[config.mk]
export PLATFORM = sky130hd
export DESIGN_NAME = tlb_miss_handler_flat
export DESIGN_NICKNAME = d
export VERILOG_FILES = /design/src/rtl/tlb_miss_handler_pkg.sv /design/src/rtl/tlb_miss_handler_if.sv /design/src/rtl/tlb_miss_handler_ptw_timeout.sv /design/src/rtl/tlb_miss_handler.sv /design/src/flat_wrapper.sv
export SDC_FILE = /design/constraint.sdc
export NUM_CORES = 1
export LEC_CHECK = 0
export CAP_MARGIN = 0
export CORE_UTILIZATION = 46
export CTS_CLUSTER_DIAMETER = 100
export DETAILED_ROUTE_END_ITERATION = 7
export PLACE_DENSITY = 0.81
export SLEW_MARGIN = 20
export SYNTH_ARGS = -nofsm -noshare
export SYNTH_HDL_FRONTEND = slang
export SYNTH_SLANG_ARGS = --single-unit
[constraint.sdc]
create_clock -name clk -period 3.19 [get_ports clk]
set_clock_uncertainty 0.2 [all_clocks]
set_input_delay 0.957 -clock clk [delete_from_list [all_inputs] [get_ports clk]]
set_output_delay 0.957 -clock clk [all_outputs]
set_load 0.1 [all_outputs]
[src/rtl/tlb_miss_handler_pkg.sv]
// tlb_miss_handler_pkg: walker state encoding and address/PTE field geometry
package tlb_pkg;
  typedef enum logic [2:0] {IDLE, REQ, WAIT, FILL, FAULT} ptw_state_t;
  localparam int PAGE_OFFSET_W = 12;
  localparam int VPN_W = 20;
  localparam int PPN_W = 20;
  localparam int VPN_LSB = PAGE_OFFSET_W;
  localparam int PTE_PPN_MSB = 31;
  localparam int PTE_PPN_LSB = PTE_PPN_MSB - PPN_W + 1;
endpackage

[src/rtl/tlb_miss_handler_if.sv]
// tlb_miss_handler_if: miss request, PTE memory read and TLB refill/fault signals
interface tlb_miss_handler_if;
  import tlb_pkg::*;
  logic flush;
  logic tlb_miss;
  logic [31:0] miss_vaddr;
  logic [31:0] ptbr;
  logic mem_req;
  logic [31:0] mem_addr;
  logic mem_ready;
  logic [31:0] mem_rdata;
  logic tlb_write;
  logic [31:0] reg_logic_page;
  logic [PPN_W-1:0] reg_physical_page;
  logic page_fault;
  logic [31:0] fault_vaddr;
  logic busy;
  modport master (
    input flush, tlb_miss, miss_vaddr, ptbr, mem_ready, mem_rdata,
    output mem_req, mem_addr, tlb_write, reg_logic_page, reg_physical_page,
    page_fault, fault_vaddr, busy
  );
  modport slave (
    output flush, tlb_miss, miss_vaddr, ptbr, mem_ready, mem_rdata,
    input mem_req, mem_addr, tlb_write, reg_logic_page, reg_physical_page,
    page_fault, fault_vaddr, busy
  );
endinterface

[src/rtl/tlb_miss_handler_ptw_timeout.sv]
// ptw_timeout: WAIT-cycle counter that flags expiry after LIMIT cycles without mem_ready
module ptw_timeout #(
  parameter int unsigned LIMIT = 255
) (
  input  logic clk,
  input  logic reset,
  input  logic clear,
  input  logic en,
  output logic expired
);
  logic [7:0] cnt;
  assign expired = en && (cnt == 8'(LIMIT - 1));
  always_ff @(posedge clk) begin
    if (!reset || clear) cnt <= '0;
    else if (en && !expired) cnt <= cnt + 8'd1;
  end
endmodule

[src/rtl/tlb_miss_handler.sv]
// tlb_miss_handler: single-level page-table walker refilling the TLB or raising page_fault.
// Optional WAIT timeout enabled by defining TLB_PTW_TIMEOUT_EN.
module tlb_miss_handler
  import tlb_pkg::*;
#(
  parameter int unsigned PTE_VALID_BIT = 0
`ifdef TLB_PTW_TIMEOUT_EN
  , parameter int unsigned TIMEOUT_CYCLES = 255
`endif
) (
  input logic clk,
  input logic reset,
  tlb_miss_handler_if.master bus
);
  ptw_state_t state, state_n;
  logic [31:0] vaddr, addr, lpage, fva;
  logic [PPN_W-1:0] ppage;
  logic valid, expired;
  wire unused_pte = ^bus.mem_rdata[PTE_PPN_LSB-1:0];
  assign valid = bus.mem_rdata[PTE_VALID_BIT];
`ifdef TLB_PTW_TIMEOUT_EN
  ptw_timeout #(.LIMIT(TIMEOUT_CYCLES)) u_timeout (
    .clk(clk),
    .reset(reset),
    .clear(state == REQ),
    .en(state == WAIT),
    .expired(expired)
  );
`else
  assign expired = 1'b0;
`endif
  always_comb begin
    state_n = IDLE;
    case (state)
      IDLE: state_n = (bus.tlb_miss && !bus.flush) ? REQ : IDLE;
      REQ: state_n = bus.flush ? IDLE : WAIT;
      WAIT: state_n = bus.flush ? IDLE : bus.mem_ready ? (valid ? FILL : FAULT) : expired ? FAULT : WAIT;
      default: state_n = IDLE;
    endcase
  end
  // PTE address is formed at miss time so mem_addr is a stable register for the whole request
  always_ff @(posedge clk) begin
    if (!reset) begin
      state <= IDLE;
      vaddr <= '0;
      addr <= '0;
      lpage <= '0;
      ppage <= '0;
      fva <= '0;
    end else begin
      state <= state_n;
      if (state == IDLE && state_n == REQ) begin
        vaddr <= bus.miss_vaddr;
        addr <= bus.ptbr + {10'b0, bus.miss_vaddr[31:VPN_LSB], 2'b00};
      end
      if (state_n == FILL) begin
        lpage <= {{PAGE_OFFSET_W{1'b0}}, vaddr[31:VPN_LSB]};
        ppage <= bus.mem_rdata[PTE_PPN_MSB:PTE_PPN_LSB];
      end
      if (state_n == FAULT) fva <= vaddr;
    end
  end
  assign bus.mem_req = (state == REQ) || (state == WAIT);
  assign bus.mem_addr = addr;
  assign bus.tlb_write = state == FILL;
  assign bus.page_fault = state == FAULT;
  assign bus.reg_logic_page = lpage;
  assign bus.reg_physical_page = ppage;
  assign bus.fault_vaddr = fva;
  assign bus.busy = state != IDLE;
endmodule

[src/flat_wrapper.sv]
// flat-port wrapper written by rule: the top's interface ports become plain ports
module tlb_miss_handler_flat import tlb_pkg::*;
#(
  parameter int unsigned PTE_VALID_BIT = 0

)
  (clk, reset, bus_flush, bus_tlb_miss, bus_miss_vaddr, bus_ptbr, bus_mem_ready, bus_mem_rdata, bus_mem_req, bus_mem_addr, bus_tlb_write, bus_reg_logic_page, bus_reg_physical_page, bus_page_fault, bus_fault_vaddr, bus_busy);
  tlb_miss_handler_if bus_i ();
  input logic clk;
  input logic reset;
  input wire logic [$bits(bus_i.flush)-1:0] bus_flush;
  input wire logic [$bits(bus_i.tlb_miss)-1:0] bus_tlb_miss;
  input wire logic [$bits(bus_i.miss_vaddr)-1:0] bus_miss_vaddr;
  input wire logic [$bits(bus_i.ptbr)-1:0] bus_ptbr;
  input wire logic [$bits(bus_i.mem_ready)-1:0] bus_mem_ready;
  input wire logic [$bits(bus_i.mem_rdata)-1:0] bus_mem_rdata;
  output wire logic [$bits(bus_i.mem_req)-1:0] bus_mem_req;
  output wire logic [$bits(bus_i.mem_addr)-1:0] bus_mem_addr;
  output wire logic [$bits(bus_i.tlb_write)-1:0] bus_tlb_write;
  output wire logic [$bits(bus_i.reg_logic_page)-1:0] bus_reg_logic_page;
  output wire logic [$bits(bus_i.reg_physical_page)-1:0] bus_reg_physical_page;
  output wire logic [$bits(bus_i.page_fault)-1:0] bus_page_fault;
  output wire logic [$bits(bus_i.fault_vaddr)-1:0] bus_fault_vaddr;
  output wire logic [$bits(bus_i.busy)-1:0] bus_busy;
  assign bus_i.flush = bus_flush;
  assign bus_i.tlb_miss = bus_tlb_miss;
  assign bus_i.miss_vaddr = bus_miss_vaddr;
  assign bus_i.ptbr = bus_ptbr;
  assign bus_i.mem_ready = bus_mem_ready;
  assign bus_i.mem_rdata = bus_mem_rdata;
  assign bus_mem_req = bus_i.mem_req;
  assign bus_mem_addr = bus_i.mem_addr;
  assign bus_tlb_write = bus_i.tlb_write;
  assign bus_reg_logic_page = bus_i.reg_logic_page;
  assign bus_reg_physical_page = bus_i.reg_physical_page;
  assign bus_page_fault = bus_i.page_fault;
  assign bus_fault_vaddr = bus_i.fault_vaddr;
  assign bus_busy = bus_i.busy;
  tlb_miss_handler #(.PTE_VALID_BIT(PTE_VALID_BIT)) u_core (.clk(clk), .reset(reset), .bus(bus_i));
endmodule
# ---- Word-level counts from Yosys, hierarchy flattened
# Cells that the tools add are included.
dict set report word_totals {
  ff_bits 139
  latch_bits 0
  mem_bits_rw 0
  romBits 0
  inputBits 101
  out_inout_bits 120
  elab_cells 26
  memories 0
}
dict set report op_classes {
  addsub 1
  multipliers 0
  n_div 0
  n_lt_le_gt_ge 0
  eq_ne 7
  n_shift 0
  n_mux 6
  bitwise 0
  reduce_logical 6
}
# operator n
set op_table {}
lappend op_table {{$add A32 B22 Y32} 1}
lappend op_table {{$eq A3 B2 Y1 const B} 3}
lappend op_table {{$mux W3} 3}
lappend op_table {{$pmux W3 S3} 1}
lappend op_table {{$eq A3 B1 Y1 const B} 2}
lappend op_table {{$eq A3 B3 Y1 const B} 2}
lappend op_table {{$logic_not A3 Y1} 1}
lappend op_table {{$reduce_bool A3 Y1} 1}
lappend op_table {{$logic_and A1 B1 Y1} 2}
lappend op_table {{$mux W2} 1}
lappend op_table {{$logic_not A1 Y1} 1}
lappend op_table {{$logic_or A1 B1 Y1} 1}
lappend op_table {{$mux W1} 1}

# ---- Depth between registers and ports, before layout
dict set report depth {
  depth_word 6
  mapped_depth 10
  ltp_nobuf 10
}

# ---- Worst setup path after synthesis
# OpenSTA, ideal clock, no wires.
dict set report synth_path {
  path_kind {register -> output}
  from {register u_core.state[1]}
  to {output bus_tlb_write}
  t_arrival_ps 2697
  t_required_ps 2033
  slack_ps -664
  stages_incl_launch_ff 4
  n_path_buf 1
  cell_sequence {dfxtp_1 > buf_2 > inv_1 > nor3b_1}
}
dict set report synth_via {
  elab_chain_cells 1
}
# item line_no
set synth_rtl {}
lappend synth_rtl {{from (decl)} tlb_miss_handler.sv:15} ;# ptw_state_t state, state_n;
lappend synth_rtl {{from (signal assigned)} tlb_miss_handler.sv:51} ;# state <= state_n;
lappend synth_rtl {{$eq A3 B2 Y1} tlb_miss_handler.sv:65} ;# assign bus.tlb_write = state == FILL;
lappend synth_rtl {{to (decl)} flat_wrapper.sv:19} ;# output wire logic [$bits(bus_i.tlb_write)-1:0] bus_tlb_write;
# No other way between the ends.

# ---- Final worst setup path
dict set report layout_path {
  from {input bus_ptbr[3]}
  to {register u_core.addr[19], in the netlist u_core.bus.mem_addr[19]}
}
dict set report layout_via {
  elab_chain_cells 1
}
# item line_no
set layout_rtl {}
lappend layout_rtl {{from (decl)} flat_wrapper.sv:14} ;# input wire logic [$bits(bus_i.ptbr)-1:0] bus_ptbr;
lappend layout_rtl {{$add A32 B22 Y32} tlb_miss_handler.sv:54} ;# addr <= bus.ptbr + {10'b0, bus.miss_vaddr[31:VPN_LSB], 2'b00};
lappend layout_rtl {{to (signal assigned)} tlb_miss_handler.sv:54}
lappend layout_rtl {{to (decl)} tlb_miss_handler.sv:16} ;# logic [31:0] vaddr, addr, lpage, fva;
# No other way between the ends.
# A chain may end at the register's enable or synchronous reset.

==> impl_metrics.ini <==
[run_status]
outcome = completed

[clocking]
clk_pin_slew_worst_paths_ns = 0.06
cts_tree = done
worstSkewPairLatency_ns = 0.42
cts_buffer_depth = 2
cts_made_buffers = 17
cts-root-buf = clkbuf_16
cts.htree.levels = 4
cts_sinks = 139

[grt]
grt_max_degree = 56
grt_pass1_wl_um = 29100
first_global_vias = 5916
gr-total-overflow = 0
grt_use_total = 0.253
antenna_found_initial = 0

[detailed_routing]
drt-total-wl_um = 18500
dr.first_iter.drc_count = 380
drc = 0
dr.pass1.iters = 4
vias = 6444
vias_per_cell = 5.13
post_drt_wl_per_cell_um = 14.8
ant_nets = 0

[floorplan]
start_util = 0.471
dieArea_um2 = 14700
die_h_um = 121
io_pins = 221
row_count = 43
coreArea_um2 = 13900
die_x_um = 121

[job]
cap_violations = 0

[sta]
hold_viol = 0
setup_violations = 0
slew_viol_final = 0
min_period_ns = 3.09
grt_setup_unrepaired = no
fin_crit_sh = 0.969
fmax_mhz = 323
worst_hold_slack_ns = 0.261

[synthesis]
ys_types = 54
async_flop_share = 0
synth-adder-area-share = 0.0414
synth-edff-count = 0
synth-xor-area-share = 0.0255
yosys_most_used_dff = dfxtp_1
ys_warn_count = 0
synth_simple_gate_area_frac = 0.223
synth-compound-area-share = 0.231
synth_seq_cells = 139
synth_mux_area_frac = 0.00172
synth_area_um2 = 6530
synth_top_family_by_area = compound AO/OA/AOI/OAI gates
synth-seq-area-share = 0.426
postSynthCellCount = 809
avgSynthCellArea_um2 = 8.07

[critical_path]
start_kind = input pin
path_buf_inv = 2
critical-path-max-stage-delay_ns = 0.44
critPathKind = input pin to register
arrival_ns = 3.20
rrSetupSlack_ns = 1.10
crit_required_ns = 3.30
path_cells = clkdlybuf4s50_1, buf_4, ha_1, a21o_1, and4_1, o211ai_1, nand2_1, a21oi_1, xor2_1, o21ai_0
path_max_fanout = 3
crit_family = compound AO/OA/AOI/OAI gates
cp.depth = 10
cpMaxStageDelayCell = clkdlybuf4s50_1
cp-end-kind = register
reg2reg_depth = 5

[cells_and_area]
final_util = 0.688
stdcell_count = 1255
area_growth_pct = 46.2
finalNetCount = 1184
antenna_cells = 0
fill_cells = 1154
drive_gt1_frac = 0.234

[placement]
dpl.cell_count = 1221
gp_congestion = 0.890
numPortBuffers = 197
hpwlAfterDp_um = 13400

[min_path]
hold_path_depth = 2
hold_path.class = register to register

[power]
cellPowerDensity_nw_per_um2 = 504
p_leak_nw = 3.92
vdd_ir_drop_max_uv = 360
## tightest hold or removal path: stages (launching register included)
cell and delay [ns]:
dfxtp_1 0.31, nand2_1 0.05, a21boi_0 0.06
## cell families after synthesis
logic type,count (synthesis)
AO/OA/AOI/OAI,217
flip-flops,139
XOR/XNOR,19
buffers and inverters,73
AND/OR/NAND/NOR,338
adder cells (fa/ha/maj),21
multiplexers,1
other,1
## registers in the layout (all words and copies together) (netlist names)
signal and cells:
u_core.bus.mem_addr 32, u_core.bus.reg_physical_page 20, u_core.bus.fault_vaddr 32, u_core.vaddr 32
u_core.bus.reg_logic_page 20, u_core.state 3
## timing repair
item	4_1_cts	5_1_grt
pin swaps	6	8
gates resized for setup	7	5
buffers inserted	0	2
hold endpoints to repair	0	0
hold buffers	0	0
endpoints found under the setup margin	4	8
## synthesized netlist by cell type (all sizes together) (2+ instances only)
cell type  number  area [um2]
xnor2           5        43.8
or3             4        26.3
nor2           17        63.8
nor3            5        30.0
nor3b           2        15.0
nand3          19        95.1
a211oi          3        22.5
a31oi          10        77.6
xor2           14         123
a22oi           2        15.0
nor2b           3        21.3
ha             20         250
clkbuf         40         151
nand2b          6        37.5
o21ai          39         206
and2           11        68.8
and4            4        35.0
nand4           9        56.3
a21boi        110         826
o21bai          3        22.5
a21o            6        45.0
and3            9        57.6
o21a            3        22.5
a21oi          28         144
nand2         246         923
buf            26         159
dfxtp         139        2780
inv             7        26.3
o211ai          5        37.5
## cells in the final DEF, fill, tap and decap left out, types with 3 or more instances in the layout
| cell type | instances |
|---|---|
| a211oi_1 | 3 |
| a21boi_0 | 110 |
| a21o_1 | 6 |
| a21oi_1 | 26 |
| a31oi_1 | 9 |
| and2_1 | 10 |
| and3_1 | 8 |
| and4_1 | 4 |
| buf_4 | 200 |
| bufinv_16 | 3 |
| clkbuf_1 | 3 |
| clkbuf_16 | 17 |
| clkdlybuf4s50_1 | 86 |
| clkinv_2 | 4 |
| conb_1 | 12 |
| dfxtp_1 | 139 |
| ha_1 | 18 |
| inv_1 | 6 |
| nand2_1 | 245 |
| nand2b_1 | 5 |
| nand3_1 | 19 |
| nand4_1 | 9 |
| nor2_1 | 15 |
| nor3_1 | 4 |
| o211ai_1 | 5 |
| o21a_1 | 3 |
| o21ai_0 | 34 |
| o21ai_1 | 4 |
| o21bai_1 | 3 |
| or3_1 | 3 |
| xnor2_1 | 5 |
| xor2_1 | 14 |
## cell type report
class | instances | area, um2 | area share
repair buffers | 289 | 2400 | 0.252
flip-flops and latches | 139 | 2780 | 0.291
clock buffers | 21 | 450 | 0.0472
multi-input cells | 608 | 3520 | 0.368
clock inverters | 11 | 144 | 0.0151
inverters | 7 | 26.3 | 0.00275
well taps | 180 | 225 | 0.0236
## through the flow
| stage | TNS (ns) | cell area (um2) | worst slack [ns] | total power, mW |
|---|---|---|---|---|
| final | 0 | 9550 | 0.0976 | 4.81 |
| after detailed placement | -7.64 | 8900 | -0.531 | 2.83 |
| after floorplan | -0.00855 | 6580 | -0.00855 | 2.47 |
| after CTS | 0 | 9520 | 0.0301 | 4.82 |
| after global placement | -6.78 | 8900 | -0.489 | 2.82 |
| after global routing | 0 | 9550 | 0.000447 | 4.98 |
## routing by layer
layer | global-route usage | share of wire
met1 | 0.316 | 0.44
met2 | 0.440 | 0.48
met3 | 0.0484 | 0.062
met4 | 0.0756 | 0.013
met5 | 0 | 0
## where the power goes
group	internal, mW	switching (mW)	total, mW
clock	1.25	0.747	1.99
combinational	0.386	0.609	0.995
sequential	1.79	0.0330	1.82
## worst paths after layout
path                                start                            to
max reg2reg               u_core.state[2]               u_core.vaddr[9]
min          u_core.bus.reg_logic_page[2]  u_core.bus.reg_logic_page[2]
max                           bus_ptbr[3]       u_core.bus.mem_addr[19]
min reg2reg  u_core.bus.reg_logic_page[2]  u_core.bus.reg_logic_page[2]
Note: power is estimated with default switching activity, not from simulation.
